`src/rtl/tft_spi_sink.sv`:
```
// Display-side receiver for the write-only TFT SPI link.
// Deserialises bytes, decodes CASET/PASET/RAMWR and emits addressed RGB565 pixel strobes.
module tft_spi_sink #(
    parameter int X_W         = 9,
    parameter int Y_W         = 9,
    parameter int X_RESET_END = 239,
    parameter int Y_RESET_END = 319,
    parameter int USE_CS      = 0
) (
    input  logic           clk,
    input  logic           rst,
    input  logic           tft_clk,
    input  logic           tft_mosi,
    input  logic           tft_dc,
    input  logic           tft_cs,
    output logic           byte_valid,
    output logic [7:0]     byte_data,
    output logic           byte_dc,
    output logic           pix_valid,
    output logic [X_W-1:0] pix_x,
    output logic [Y_W-1:0] pix_y,
    output logic [15:0]    pix_rgb,
    output logic           cmd_unknown
);

    typedef enum logic [3:0] {
        S_IDLE, S_CA0, S_CA1, S_CA2, S_CA3,
        S_PA0, S_PA1, S_PA2, S_PA3, S_HI, S_LO
    } state_t;

    // Two-flop synchronisers; index 1 is the clk-domain view of each pin.
    logic [1:0] sclk, smosi, sdc, scs;
    logic       clk_prev;
    logic       spi_edge;
    logic       abort;

    logic [6:0] shreg;
    logic [2:0] cnt;

    state_t st, nxt;
    logic   push_param, commit_x, commit_y, ram_start, latch_hi, pix_fire, unk;

    logic [23:0]    pbuf;
    logic [7:0]     rgb_hi;
    logic [X_W-1:0] xs, xe, x;
    logic [Y_W-1:0] ys, ye, y;

    assign spi_edge = sclk[1] & ~clk_prev;
    assign abort    = (USE_CS != 0) && scs[1];

    // Synchronise the SPI pins and keep the previous clock sample for edge detection.
    always_ff @(posedge clk) begin
        if (rst) begin
            sclk     <= '0;
            smosi    <= '0;
            sdc      <= '0;
            scs      <= '0;
            clk_prev <= 1'b0;
        end else begin
            sclk     <= {sclk[0], tft_clk};
            smosi    <= {smosi[0], tft_mosi};
            sdc      <= {sdc[0], tft_dc};
            scs      <= {scs[0], tft_cs};
            clk_prev <= sclk[1];
        end
    end

    // Byte assembly: shift on each rising SPI edge, publish on the 8th.
    always_ff @(posedge clk) begin
        if (rst) begin
            shreg      <= '0;
            cnt        <= '0;
            byte_valid <= 1'b0;
            byte_data  <= '0;
            byte_dc    <= 1'b0;
        end else begin
            byte_valid <= 1'b0;
            if (abort) begin
                cnt <= '0;
            end else if (spi_edge) begin
                shreg <= {shreg[5:0], smosi[1]};
                cnt   <= cnt + 3'd1;
                if (cnt == 3'd7) begin
                    byte_valid <= 1'b1;
                    byte_data  <= {shreg, smosi[1]};
                    byte_dc    <= sdc[1];
                end
            end
        end
    end

    // Decoder state register.
    always_ff @(posedge clk) begin
        if (rst) st <= S_IDLE;
        else     st <= nxt;
    end

    // Decoder next state and per-byte action strobes; a command byte always restarts decoding.
    always_comb begin
        nxt        = st;
        push_param = 1'b0;
        commit_x   = 1'b0;
        commit_y   = 1'b0;
        ram_start  = 1'b0;
        latch_hi   = 1'b0;
        pix_fire   = 1'b0;
        unk        = 1'b0;
        if (abort) begin
            nxt = S_IDLE;
        end else if (byte_valid) begin
            if (!byte_dc) begin
                case (byte_data)
                    8'h2A:   nxt = S_CA0;
                    8'h2B:   nxt = S_PA0;
                    8'h2C:   begin nxt = S_HI; ram_start = 1'b1; end
                    default: begin nxt = S_IDLE; unk = 1'b1; end
                endcase
            end else begin
                case (st)
                    S_CA0:   begin nxt = S_CA1;  push_param = 1'b1; end
                    S_CA1:   begin nxt = S_CA2;  push_param = 1'b1; end
                    S_CA2:   begin nxt = S_CA3;  push_param = 1'b1; end
                    S_CA3:   begin nxt = S_IDLE; commit_x   = 1'b1; end
                    S_PA0:   begin nxt = S_PA1;  push_param = 1'b1; end
                    S_PA1:   begin nxt = S_PA2;  push_param = 1'b1; end
                    S_PA2:   begin nxt = S_PA3;  push_param = 1'b1; end
                    S_PA3:   begin nxt = S_IDLE; commit_y   = 1'b1; end
                    S_HI:    begin nxt = S_LO;   latch_hi   = 1'b1; end
                    S_LO:    begin nxt = S_HI;   pix_fire   = 1'b1; end
                    default: nxt = st;
                endcase
            end
        end
    end

    // Window registers, address counters and pixel output; windows commit only on the 4th parameter.
    always_ff @(posedge clk) begin
        if (rst) begin
            pbuf        <= '0;
            rgb_hi      <= '0;
            xs          <= '0;
            xe          <= X_W'(X_RESET_END);
            ys          <= '0;
            ye          <= Y_W'(Y_RESET_END);
            x           <= '0;
            y           <= '0;
            pix_valid   <= 1'b0;
            pix_x       <= '0;
            pix_y       <= '0;
            pix_rgb     <= '0;
            cmd_unknown <= 1'b0;
        end else begin
            pix_valid   <= 1'b0;
            cmd_unknown <= unk;
            if (push_param) pbuf <= {pbuf[15:0], byte_data};
            if (commit_x) begin
                xs <= X_W'(pbuf[23:8]);
                xe <= X_W'({pbuf[7:0], byte_data});
            end
            if (commit_y) begin
                ys <= Y_W'(pbuf[23:8]);
                ye <= Y_W'({pbuf[7:0], byte_data});
            end
            if (ram_start) begin
                x <= xs;
                y <= ys;
            end
            if (latch_hi) rgb_hi <= byte_data;
            if (pix_fire) begin
                pix_valid <= 1'b1;
                pix_x     <= x;
                pix_y     <= y;
                pix_rgb   <= {rgb_hi, byte_data};
                if (x == xe) begin
                    x <= xs;
                    y <= (y == ye) ? ys : y + Y_W'(1);
                end else begin
                    x <= x + X_W'(1);
                end
            end
        end
    end

endmodule

```
`config.mk`:
```
export PLATFORM = sky130hd
export DESIGN_NAME = tft_spi_sink
export DESIGN_NICKNAME = d
export VERILOG_FILES = /design/src/rtl/tft_spi_sink.sv
export SDC_FILE = /design/constraint.sdc
export NUM_CORES = 1
export LEC_CHECK = 0
export CAP_MARGIN = 40
export CORE_AREA = 2 2 136 138
export CTS_CLUSTER_DIAMETER = 50
export DETAILED_ROUTE_END_ITERATION = 8
export DIE_AREA = 0 0 138 140
export DONT_BUFFER_PORTS = 1
export GPL_TIMING_DRIVEN = 0
export PLACE_DENSITY = 0.53
export SYNTH_ARGS = -nofsm -noshare
export SYNTH_HDL_FRONTEND = slang
export SYNTH_SLANG_ARGS = --single-unit
```
`constraint.sdc`:
```
create_clock -name clk -period 2.4 [get_ports clk]
set_input_delay 0.48 -clock clk [delete_from_list [all_inputs] [get_ports clk]]
set_output_delay 0.48 -clock clk [all_outputs]
set_load 0.01 [all_outputs]
```
======== Word-level counts from Yosys, hierarchy flattened ========
Index checks and enable logic that the tools add are counted.
operators by class
  mux-type cells .......................... 31
  reduce and logical (&&, ||, !) cells .... 8
  eq/ne operators ......................... 17
  add/subtract/negate cells ............... 3
  bitwise logic cells ..................... 4
operator list
  operator                                                number
  two-way mux 9 bit                                       7
  case mux 4 bit (9 select lines)                         1
  equality test 8 x 6 -> 1 bit, second input constant     3
  two-way mux 1 bit                                       21
  adder 9 x 1 -> 9 bit, second input constant             2
  equality test 9 bit                                     2
  equality test 4 x 3 -> 1 bit, second input constant     4
  equality test 4 bit, second input constant              3
  case mux 4 bit (3 select lines)                         1
  inequality test 10 x 2 -> 1 bit, second input constant  1
  equality test 4 x 2 -> 1 bit, second input constant     2
  OR reduction 3 bit                                      2
  OR reduction 6 bit                                      1
  equality test 4 x 1 -> 1 bit, second input constant     1
  two-way mux 4 bit                                       1
  AND reduction 2 bit                                     2
  OR reduction 2 bit                                      2
  adder 3 x 1 -> 3 bit, second input constant             1
  equality test 3 bit, second input constant              1
  inverter 1 bit                                          3
  nonzero test 2 bit                                      1
  bitwise AND 1 bit                                       1
storage, ports and cells
  bits in registers ....................... 146
  output and inout port bits .............. 46
  logic and storage cells ................. 86

======== Longest topological paths before layout ========
  word-level depth ........................ 7
  gate-level depth with buffers ........... 8
  mapped depth without buffers ............ 7

======== Worst setup path before layout ========
Ideal clock, no wire load.
  path type ............................... reg-to-reg
  start ................................... register byte_data[5]
  end ..................................... register x[5]
  slack ................................... 0.537 ns
  setup time .............................. 0.119 ns
  data arrival time ....................... 1.744 ns
  buffers on the path ..................... 1
  required time ........................... 2.281 ns
  period minus slack after synthesis ...... 1.863 ns
  stages on the path, launching flop included .. 8
  cells stage by stage .................... dfxtp_1 -> nor4b_2 -> nand3_1 -> nor3_2 -> or2_2 -> buf_12 -> inv_2 -> o221a_1
on the way
  cells in the longest elaborated chain, start to end .. 5
ends and longest elaborated chain
  item                          RTL line  source
  start: declaration            17        output logic [7:0] byte_data,
  start signal: assignment      85        byte_data <= {shreg, smosi[1]};
  equality test 8 x 6 -> 1 bit  112       case (byte_data)
  two-way mux 1 bit             112
  two-way mux 1 bit             111       if (!byte_dc) begin
  two-way mux 1 bit             110       end else if (byte_valid) begin
  nonzero test 2 bit (no line)  n/a
  end signal: assignment        165       x <= xs;
  end signal: assignment        175       x <= xs;
  end signal: assignment        178       x <= x + X_W'(1);
  end: declaration              45        logic [X_W-1:0] xs, xe, x;
No other way between the ends.
A chain may end at the register's enable or synchronous reset.

======== Worst setup path in the final report ========
  start ................................... register byte_data[6]
  end ..................................... register x[5]
The elaborated chain is that of the path after synthesis.

==> metrics <==
FP Rows=49; largest net degree at the start of global routing=17; Net Count, Synth=735; Die W=138 um; Multi-input gate area=about 0.0030 mm2; P_leak=2.375 nW; final worst slack=147.9 ps; worst vdd ir=0.0005442 V; CTS Buffer Depth=2; Max-Cap Viols=0; Non-Filler Instances=986; Slew @ Worst Pin=about 750 ps; Sink Count=about 150; Setup WS pre-CTS=-182.2 ps; WP data required=2710 ps; CTS tree=built; Wirelength per Cell=17.08 um; DRT Wirelength=16.84 mm; Sequential Area=0.002927 mm2; Startpoint Class=register; largest driver fanout on the critical path=10; Cell Area, Synth=0.006157 mm2; Final ANT Viol Nets=0; P per Cell Area=roughly 740 mW/mm2; FMAX=0.4440 GHz; IO Count=52; die area=between 0.015 and 0.02 mm2; Cells after Synth=725; synth unique cells=61; Hold WC Path Type=input pin to register; first-pass GRT wire length=around 27 mm; Post-synth EDFFs=0; htree depth=4; Synth Flop Type=dfxtp_1; dominant cell type by area after synthesis=dfxtp_1; # diodes=0; Via Count=4,965; final setup fails=0; Worst Setup End Kind=register; Setup Crit Path Kind=register to register; final hold violation count=0; routability congestion estimate=0.8503; Initial Utilization=0.3463; CTS Buf Count=17; Warnings, synthesis=0; Layout Nets=754; Placed Cells=954; RSZ-0062 raised after global routing=no; drt via density=between 5 and 6; placed wire-length estimate=12.02 mm; fin crit share=0.9384; synth top area cells=dfxtp_1 (47%), nand2_1 (12%), a21oi_1 (8.0%), mux2i_1 (2.8%), xnor2_1 (2.6%); CTS root buf=clkbuf_16; Avg Synthesized Cell Area=8.493 um2; die height=140 um; sequential-to-total area share from yosys stat=0.4747; Area Growth Syn to Fin=15.00%; grt ovf=0; normalized max-slew margin=0.5012; CP Data Arrival Time=~2600 ps; drc violations=0; IO buf count=0; Post-CTS Setup Bufs=0; count of final max-slew check failures=0; min Tclk post-route=2252 ps; post-synth top area share=0.4747; GRT Total Usage=0.1786; final-layout fill cell count=between 1,500 and 2,000; status=complete, no violations; Core ar.=0.01778 mm2; fraction of registers with async set/reset=0; DRT Pass-1 Iters=4; layout cell share with drive strength beyond 1=0.1017; skew final=10.18 ps; Iter 0 DRT Violations=just over 300; vias in the first global route=~5,000; Yosys reg bits=around 150; clock latency on the worst-skew pair=~430 ps; antenna violations before repair=1; Worst-path clk slew=60 ps
==> where the power goes <==
| part | switching (W) | internal (W) | leakage (nW) |
|---|---|---|---|
| Combinational | 0.0000606 | 0.0000151 | 0.914 |
| Sequential | 0.00000259 | 0.00243 | 1.18 |
| Clock | 0.00105 | 0.00166 | 0.283 |
| Total | 0.00112 | 0.00411 | 2.38 |
==> registers in the layout, summed over array words and instances (netlist names), 3 cells and up <==
signal / flops
ye: 9
xs: 9
pix_rgb: 16
xe: 9
ys: 9
pix_y: 9
pix_x: 9
st: 4
byte_data: 8
x: 9
shreg: 7
y: 9
rgb_hi: 8
pbuf: 17
cnt: 3
==> repair_timing <==
item	in CTS	in global routing
resized for setup	3	10
endpoints found under the setup margin	8	28
hold buffers	0	0
pin swaps	0	1
==> layer usage <==
layer / GRT usage / wire, um
met2: 0.3051 / 8328
met4: 0.05263 / 88
met3: 0.04855 / 839
met1: 0.2215 / 7585
met5: 0 / 0
==> cell type report <==
| class | count | area share |
|---|---|---|
| Sequential cell | 146 | 0.4133 |
| Buffer | 52 | 0.03517 |
| Inverter | 9 | 0.004771 |
| Clock inverter | 12 | 0.02209 |
| Tap cell | 229 | 0.04047 |
| Clock buffer | 20 | 0.06309 |
| Multi-Input combinational cell | 518 | 0.4211 |
==> layout by cell type (no fill, tap or decap), types with 6 or more instances in the layout <==
master       n
clkbuf_1    31
nand3b_1     7
a211o_1      8
and3_1       6
inv_1        8
mux2i_1     17
a211oi_1    15
o21ai_0      6
nand2_1    192
xor2_1       9
nor2b_1     20
clkbuf_16   17
dfxtp_1    143
buf_2       12
nor2_1      34
xnor2_1     18
a21oi_1     99
nand3_1     18
==> worst max-delay path: stages, from the launching register on <==
cell and delay [ps]:
dfxtp_1 490, nor4b_2 340, nand3_1 220, nor3_4 400, or2_2 240, buf_12 160
inv_2 30, o221a_1 240
==> cells in the mapped netlist, types with 2 or more instances <==
cell / count
a21oi_1: 99
a21o_1: 2
nand2_1: 192
or3_1: 2
ha_1: 4
a21oi_2: 2
xnor2_1: 18
a2111oi_2: 2
buf_2: 12
and3_1: 6
nor4_1: 2
xor2_1: 9
nor2b_1: 20
a211o_1: 8
a211oi_1: 15
a2111oi_4: 3
nor3_2: 2
buf_6: 2
o21ai_0: 6
o21a_1: 4
nand3b_1: 7
and2_1: 5
dfxtp_1: 146
nor3_1: 4
mux2i_1: 17
or2_2: 3
and2_0: 3
nand2b_1: 4
and4_1: 2
buf_1: 4
clkbuf_1: 32
nor4_4: 2
nor2_1: 34
nand3_1: 18
inv_1: 8
==> stage by stage <==
stage	hold WS [ps]	instance area, um2	TNS [ps]	total power (W)	util
after floorplan	413.8	6157	0	0.002535	-
final	181.5	7081	0	0.005226	0.3982
after CTS	166.8	7056	0	0.005257	0.3968
after global placement	434.1	6444	-1050	0.002563	0.3624
after detailed placement	431.2	6444	-1378	0.002564	0.3624
after global routing	184.1	7081	0	0.005380	0.3982
==> kinds of logic (layout without fill, tap and decap cells) <==
| kind of cell | after synthesis | count (layout) | synth area share |
|---|---|---|---|
| compound gates | 153 | 153 | 0.1634 |
| xor+xnor | 27 | 27 | 0.03841 |
| fa+ha+maj | 4 | 4 | 0.008129 |
| buf+inv | 61 | 93 | 0.04532 |
| flops | 146 | 146 | 0.4747 |
| mux | 17 | 17 | 0.02764 |
| simple gates | 317 | 317 | 0.2424 |
==> worst paths after layout <==
kind | start | end | slack [ps] | cells past startpoint
worst min register to register | sdc[0] | sdc[1] | 440 | 1
worst max register to register | byte_data[6] | x[5] | 150 | 7
worst min-delay path | tft_dc | sdc[0] | 180 | 1
worst max-delay path | byte_data[6] | x[5] | 150 | 7
Power figures use the tool's default switching activity.
